<file path="config.mk">
export PLATFORM = sky130hd
export DESIGN_NAME = div_seq
export DESIGN_NICKNAME = d
export VERILOG_FILES = /design/src/rtl/div_seq.sv
export SDC_FILE = /design/constraint.sdc
export NUM_CORES = 1
export LEC_CHECK = 0
export BUFFER_PORTS_ARGS = -buffer_cell sky130_fd_sc_hd__buf_2
export CORE_ASPECT_RATIO = 1.25
export CORE_MARGIN = 1.5
export CORE_UTILIZATION = 50
export DETAILED_ROUTE_END_ITERATION = 12
export GPL_TIMING_DRIVEN = 0
export PLACE_DENSITY = 0.75
export SYNTH_ARGS = -nofsm -noshare
export SYNTH_HDL_FRONTEND = slang
export SYNTH_SLANG_ARGS = --single-unit
</file>
<file path="constraint.sdc">
create_clock -name clk -period 1.7 [get_ports clk]
set_input_delay 0.17 -clock clk [delete_from_list [all_inputs] [get_ports clk]]
set_output_delay 0.17 -clock clk [all_outputs]
set_load 0.02 [all_outputs]
</file>
<file path="src/rtl/div_seq.sv">
// div_seq: sequential restoring shift-subtract divider.
// Unsigned N-bit dividend / divisor taken from the switches at the start edge.
// Each quotient bit takes one SHIFT/SUB pair. Results are registered and held
// until the next completion. A zero divisor finishes early and raises a flag.
module div_seq #(
  parameter int N = 4
) (
  input  logic           clk,
  input  logic           rst,
  input  logic           start,
  input  logic [2*N-1:0] sw,
  output logic           busy,
  output logic           done,
  output logic           div_by_zero,
  output logic [N-1:0]   quotient,
  output logic [N-1:0]   remainder
);

  localparam int CW = (N > 1) ? $clog2(N) : 1;
  localparam logic [CW-1:0] LAST_COUNT = CW'(N - 1);

  typedef enum logic [2:0] {
    S_IDLE,
    S_CHECK,
    S_SHIFT,
    S_SUB,
    S_DONE
  } state_t;

  state_t        state_q, state_d;
  logic [N:0]    r_q, r_d;        // partial remainder, one bit wider than D
  logic [N-1:0]  q_q, q_d;        // dividend shifting out / quotient shifting in
  logic [N-1:0]  d_q, d_d;        // latched divisor
  logic [CW-1:0] count_q, count_d;
  logic [N-1:0]  quot_q, quot_d;
  logic [N-1:0]  rem_q, rem_d;
  logic          dbz_q, dbz_d;

  logic [N:0]    d_ext;
  assign d_ext = {1'b0, d_q};

  // Next-state, datapath and result-register update for the divider HLSM.
  always_comb begin
    state_d = state_q;
    r_d     = r_q;
    q_d     = q_q;
    d_d     = d_q;
    count_d = count_q;
    quot_d  = quot_q;
    rem_d   = rem_q;
    dbz_d   = dbz_q;

    unique case (state_q)
      S_IDLE: begin
        if (start) begin
          r_d     = '0;
          q_d     = sw[2*N-1:N];
          d_d     = sw[N-1:0];
          count_d = '0;
          state_d = S_CHECK;
        end
      end

      S_CHECK: begin
        if (d_q == '0) begin
          // Q still holds the untouched dividend here.
          quot_d  = '1;
          rem_d   = q_q;
          dbz_d   = 1'b1;
          state_d = S_DONE;
        end else begin
          state_d = S_SHIFT;
        end
      end

      S_SHIFT: begin
        // {R,Q} shifted left as one register; a zero enters Q[0].
        r_d     = {r_q[N-1:0], q_q[N-1]};
        q_d     = q_q << 1;
        state_d = S_SUB;
      end

      S_SUB: begin
        if (r_q >= d_ext) begin
          r_d = r_q - d_ext;
          q_d = q_q | N'(1);
        end
        if (count_q == LAST_COUNT) begin
          // Results capture the values this SUB step produces.
          quot_d  = q_d;
          rem_d   = r_d[N-1:0];
          dbz_d   = 1'b0;
          state_d = S_DONE;
        end else begin
          count_d = count_q + CW'(1);
          state_d = S_SHIFT;
        end
      end

      S_DONE: begin
        state_d = S_IDLE;
      end

      default: begin
        state_d = S_IDLE;
      end
    endcase
  end

  // State register; reset aborts any operation in progress.
  always_ff @(posedge clk or posedge rst) begin
    if (rst) begin
      state_q <= S_IDLE;
    end else begin
      state_q <= state_d;
    end
  end

  // Datapath and result registers.
  always_ff @(posedge clk or posedge rst) begin
    if (rst) begin
      r_q     <= '0;
      q_q     <= '0;
      d_q     <= '0;
      count_q <= '0;
      quot_q  <= '0;
      rem_q   <= '0;
      dbz_q   <= 1'b0;
    end else begin
      r_q     <= r_d;
      q_q     <= q_d;
      d_q     <= d_d;
      count_q <= count_d;
      quot_q  <= quot_d;
      rem_q   <= rem_d;
      dbz_q   <= dbz_d;
    end
  end

  assign busy        = (state_q != S_IDLE);
  assign done        = (state_q == S_DONE);
  assign quotient    = quot_q;
  assign remainder   = rem_q;
  assign div_by_zero = dbz_q;

endmodule

</file>
==> impl_results.md, run 1 <==
* Fin area at 1990 um^2
* Total grt overflow at 0
* Logic pwr share at 0.690
* DR vias/cell at 5.54
* Yosys cell types at 44
* Core Region at 2730 um^2
* Synth Register Bits at 27
* Req. time, crit path at 1.92 ns
* Input/output buffers at 21
* Area after DPL at 1630 um^2
* Crit path buffers/inverters at 1
* I/O pin total at 22
* Number of CTS-inserted buffers at 3
* Max Cap Viol at 0
* Clock Power Share at 0.060
* Fillers at 216
* Layout Skew at 0.00241 ns
* Synth Flop Type: dfrtp_1
* Worst-path clk slew at 0.15 ns
* Critical path cell sequence: ha_4 -> nor2b_4 -> o31a_1 -> buf_4 -> or3_1 -> nand3_2 -> a22oi_1
* Critical path arrival at 2.10 ns
* Final setup fails at 12
* Setup_tns at -1.46 ns
* Crit-path leading delay family: simple AND/OR/NAND/NOR gates
* R2r startpoint: r_q[1]
* CP max FO at 5
* Die footprint at 3270 um^2
* Die X at 51.4 um
* DRT Pass-1 Iters at 4
* Startpoint Class: flip-flop
* GRT Total Usage at 0.229
* Synthesized area at 1470 um^2
* Multi-input gate area at 857 um^2
* Mapped Cells at 157
* Setup CP Type: flip-flop to flip-flop
* Outcome: finished with violations
* Switching Fraction at 0.450
* Storage cell area at 677 um^2
* Setup WS post-layout at -0.181 ns
* CTS tree: done
* Dpl cells at 212
* Timing startpoint of the critical path: r_q[1]
* Via count at 1340
* Crit share post-route at 1.11
* Routed wire length at 3.48 mm
* Design Power at 4.75 mW
* Insertion delay to the later sink of the worst-skew pair at 0.33 ns
* Async S/R FF share, synth at 1.00
* Final hold slack at 0.0263 ns
* Nets at 226
* Clock Sinks at 27
* CTS root buf: clkbuf_4
* Peak VDD IR at 0.00138 V
* Ys Warns at 0
* Max-slew violations at 0
* Number of enable flip-flop cells after synthesis at 0
* DR WL/cell at 14.4 um
* Sequential Power Share at 0.250
* Util after Layout at 0.730
* Count of non-filler cells in the finished layout at 242
* Dpl hpwl at 2.28 mm
* Slew @ Worst Pin at 0.989 ns
* Largest net degree at the start of global routing at 28
* Pleak at 0.898 nW
* Fin. Hold Viols at 0
* Synth-to-Final Area Change at 36.1%
* Rel. slew slack at 0.340
* DR iter-0 viols at 16
* Syn Nets at 174
* First-pass GRT wire length at 5.75 mm
* Critical Path End Type: flip-flop
* GPL Wtd Cong at 0.821
* Vert. Die Dim at 63.5 um
* Post-Syn Area per Cell at 9.33 um^2
* CTS H-tree depth at 1
* RSZ-0062 raised after global routing: yes
* Worst hold-check path type: input port to flip-flop
* Worst reg2reg setup slack at -0.18 ns
* Initial antenna violation count at 0
* ANT nets after route at 0
* Rows at 21
* Worst path max stage delay at 0.46 ns
* Vias in the first global route at 1315
* Setup WS pre-CTS at -0.255 ns
* Drt drc at 0
* Failing checks: setup timing
* Commonest non-fill, non-tap cells in the layout: buf_4 (26), dfrtp_1 (26), buf_2 (22)
* Pwr Density at 2380 nW/um^2
* Post-CTS Hold Fix Bufs at 0
* Initial core utilization at 0.536
* Sequential fraction of the synthesis area at 0.461
* Clock tree buffer depth at 2
* Internal Pwr Total at 2.61 mW
* Peak Freq at 0.532 GHz
* Hold Startpoint: sw[1]
* Diodes inserted at 0
* Final worst path period need at 1.88 ns
* P_sw at 2.14 mW
* Slowest stage cell on the critical path: dfrtp_2
* Share of layout cells above drive strength 1 at 0.423
-- worst min-delay path, cell delays in order --
cell	delay, ns
buf_2	0.07
nand2_1	0.03
o21ai_0	0.05
-- what timing repair did --
item | CTS | global route
cloned | 0 | 1
pin swaps | 10 | 9
buffers inserted | 17 | 8
setup endpoints to repair | 12 | 15
gates resized for setup | 13 | 22
-- logic make-up after synthesis --
| group | after synthesis | synth area share |
|---|---|---|
| AO/OA/AOI/OAI | 47 | 0.203 |
| XOR/XNOR | 2 | 0.0120 |
| adder cells (fa/ha/maj) | 6 | 0.0564 |
| buffers and inverters | 16 | 0.0495 |
| flip-flops | 27 | 0.461 |
| multiplexers | 2 | 0.0145 |
| AND/OR/NAND/NOR | 57 | 0.203 |
-- layout make-up --
| class | instances | share of cell area |
|---|---|---|
| plain buffers | 6 | 0.0201 |
| clock buffers | 4 | 0.0132 |
| inverters | 10 | 0.0188 |
| multi-input cells | 114 | 0.430 |
| flip-flops and latches | 27 | 0.339 |
| well taps | 34 | 0.0213 |
| repair buffers | 47 | 0.157 |
-- worst paths after layout --
kind	end	cells after the start
setup / recovery	r_q[0]	7
hold / removal	d_q[1]	3
setup reg to reg	r_q[0]	7
hold reg to reg	div_by_zero	2
max in group asynchronous	r_q[1]	2
min in group asynchronous	q_q[1]	2
-- power by group through the flow --
stage / logic [mW] / registers (mW) / clock network, mW
after floorplan: 1.64 / 1.27 / 0
after global placement: 2.16 / 1.19 / 0
after detailed placement: 2.25 / 1.20 / 0
after CTS: 2.90 / 1.16 / 0.285
after global routing: 3.59 / 1.21 / 0.312
final: 3.28 / 1.19 / 0.286
-- cell usage after synthesis, drive strengths merged (2+ instances only) --
cell     instances  area (um^2)
ha               5         62.6
a31oi            5         31.3
nand2           16         60.1
nor2            24          100
nand3            2         10.0
dfrtp           27          676
nor3             2         21.3
o21a             2         15.0
inv             10         37.5
nor3b            4         30.0
a2bb2oi          3         26.3
or3              3         18.8
buf              5         31.3
a21oi           18         97.6
o21ai            9         45.0
-- flip-flops by register name (all words and copies together), names as in the netlist --
name / count
remainder: 4
count_q: 2
state_q: 3
r_q: 5
q_q: 4
div_by_zero: 1
d_q: 4
quotient: 4
-- layer usage --
layer | wire length, um | up-vias | part of all wire | GRT usage
li1 | - | 660 | - | -
met4 | 61 | 0 | 0.018 | 0.0822
met5 | 0 | - | 0 | 0
met3 | 120 | 6 | 0.035 | 0.0237
met1 | 1470 | 637 | 0.42 | 0.279
met2 | 1820 | 37 | 0.52 | 0.409
Note: power is estimated with default switching activity, not from simulation.
==> run 2: changes to the inputs <==
--- a/config.mk
+++ b/config.mk
@@ -12,6 +12,8 @@
 export DETAILED_ROUTE_END_ITERATION = 12
 export GPL_TIMING_DRIVEN = 0
 export PLACE_DENSITY = 0.75
+export RECOVER_POWER = 100
+export SLEW_MARGIN = 10
 export SYNTH_ARGS = -nofsm -noshare
 export SYNTH_HDL_FRONTEND = slang
 export SYNTH_SLANG_ARGS = --single-unit
==> run 2 against run 1 <==
The run still ends with setup timing left. Via count down 0.45%. Register-to-register slack about the same. Count of clock-buffer cells in the layout unchanged. Sequential power about the same. Critical endpoint unchanged.
==> impl_results.md, run 2 (synthesis results as in run 1) <==
* Pleak at 0.872 nW (-2.9%)
* Sequential Power Share at 0.252 (+0.002)
* Die X at 51.4 um (unchanged)
* Req. time, crit path at 1.92 ns (about the same)
* Final worst path period need at 1.88 ns (-0.000213 ns)
* Hold Startpoint: sw[1]
* Rows at 21 (unchanged)
* Setup WS post-layout at -0.180 ns (+0.000213 ns)
* Max-slew violations at 0 (unchanged)
* Critical Path End Type: flip-flop
* Layout Skew at 0.00919 ns (+0.00678 ns)
* Max Cap Viol at 0 (unchanged)
* Share of layout cells above drive strength 1 at 0.375 (-0.0481)
* Number of CTS-inserted buffers at 3 (unchanged)
* Clock Power Share at 0.061 (about the same)
* Die footprint at 3270 um^2 (unchanged)
* P_sw at 2.14 mW (+0.16%)
* Critical path arrival at 2.11 ns (about the same)
* Commonest non-fill, non-tap cells in the layout: dfrtp_1 (26), buf_4 (22), nor2_1 (17)
* Routed wire length at 3.49 mm (+0.46%)
* Startpoint Class: flip-flop
* Largest net degree at the start of global routing at 28 (unchanged)
* Core Region at 2730 um^2 (unchanged)
* Rel. slew slack at 0.331 (-0.00861)
* Most common cell after layout, fill and taps aside: dfrtp_1
* Drt drc at 0 (unchanged)
* Via count at 1334 (-0.45%)
* Initial antenna violation count at 0 (unchanged)
* Insertion delay to the later sink of the worst-skew pair at 0.33 ns (about the same)
* Timing startpoint of the critical path: r_q[1]
* CTS H-tree depth at 1 (unchanged)
* ANT nets after route at 0 (unchanged)
* DR iter-0 viols at 17 (+1)
* Outcome: finished with violations
* GRT Total Usage at 0.229 (unchanged)
* DR vias/cell at 5.51 (-0.45%)
* Slew @ Worst Pin at 1.00 ns (+0.0129 ns)
* Setup CP Type: flip-flop to flip-flop
* DRT Pass-1 Iters at 4 (unchanged)
* Nets at 226 (unchanged)
* Area after DPL at 1630 um^2 (unchanged)
* DR WL/cell at 14.4 um (+0.46%)
* Top reg by flops: r_q
* Worst-path clk slew at 0.15 ns (about the same)
* Peak Freq at 0.532 GHz (about the same)
* Total grt overflow at 0 (unchanged)
* Fillers at 220 (+1.9%)
* Input/output buffers at 21 (unchanged)
* Worst hold-check path type: input port to flip-flop
* Internal Pwr Total at 2.57 mW (-1.6%)
* Failing checks: setup timing
* Switching Fraction at 0.454 (+0.00428)
* Dpl hpwl at 2.28 mm (unchanged)
* GPL Wtd Cong at 0.821 (unchanged)
* Pwr Density at 2390 nW/um^2 (+0.22%)
* Final setup fails at 10 (-2)
* R2r startpoint: r_q[1]
* Initial core utilization at 0.536 (unchanged)
* RSZ-0062 raised after global routing: yes
* Vert. Die Dim at 63.5 um (unchanged)
* CTS root buf: clkbuf_4
* Crit share post-route at 1.11 (about the same)
* Peak VDD IR at 0.00138 V (about the same)
* Logic pwr share at 0.687 (-0.003)
* Clock tree buffer depth at 2 (unchanged)
* First-pass GRT wire length at 5.75 mm (unchanged)
* Final hold slack at 0.0235 ns (-0.00278 ns)
* Fin. Hold Viols at 0 (unchanged)
* Setup_tns at -1.48 ns (-0.0188 ns)
* CTS tree: done
* Clock Sinks at 27 (unchanged)
* Max reg flops at 5 (unchanged)
* I/O pin total at 22 (unchanged)
* Fin area at 1970 um^2 (-1.0%)
* Vias in the first global route at 1315 (unchanged)
* Diodes inserted at 0 (unchanged)
* Synth-to-Final Area Change at 34.8%
* Design Power at 4.71 mW (-0.78%)
* CP max FO at 5 (unchanged)
[run 2: stage by stage]
stage / worst slack (ns) / util / cells
2_1_floorplan: -0.0866 / - / 157
3_3_place_gp: -0.187 / 0.596 / 212
3_5_place_dp: -0.255 / 0.596 / 212
4_1_cts: -0.161 / 0.675 / 233
5_1_grt: -0.256 / 0.723 / 242
6_report: -0.180 / 0.723 / 242
[run 2: worst max-delay path, cell delays in order, from the launching register on]
cell	delay, ns
dfrtp_2	0.46
ha_4	0.24
nor2b_4	0.12
o31a_1	0.29
buf_4	0.16
or3_1	0.33
nand3_2	0.10
a22oi_1	0.07
[run 2: what timing repair did]
action / in CTS / in global routing
hold endpoints to repair: 0 / 0
buffers inserted: 17 / 8
endpoints found under the setup margin: 12 / 15
pin swaps: 10 / 9
hold buffers: 0 / 0
gates cloned: 0 / 1
resized for setup: 13 / 22
[run 2: power groups by stage]
| stage | Combinational [mW] | Sequential [mW] | Clock (mW) |
|---|---|---|---|
| floorplan | 1.64 | 1.27 | 0 |
| global placement | 2.16 | 1.19 | 0 |
| detailed placement | 2.25 | 1.20 | 0 |
| CTS | 2.90 | 1.16 | 0.285 |
| global route | 3.54 | 1.22 | 0.312 |
| finish | 3.24 | 1.19 | 0.285 |
[run 2: layer usage]
metal  GRT usage  up-vias  share of wire
li1            -      663              -
met2       0.409       28           0.52
met1       0.279      639           0.44
met3      0.0237        4          0.028
met4      0.0822        0          0.015
met5           0        -              0
[run 2: final cells by class]
type	instances	area, um^2	area share
buffer	6	37.5	0.0190
clock buffer	4	26.3	0.0133
inverter	10	37.5	0.0190
multi-input combinational	114	852	0.432
sequential	27	677	0.343
tap	34	42.5	0.0215
timing repair buffer	47	302	0.153
[run 2: final timing paths]
check	endpoint	slack, ns	cells after the start
max	r_q[0]	-0.18	7
min	d_q[1]	0.02	3
max reg2reg	r_q[0]	-0.18	7
min reg2reg	div_by_zero	0.53	2
max in group asynchronous	r_q[1]	0.99	2
min in group asynchronous	quotient[3]	0.05	2
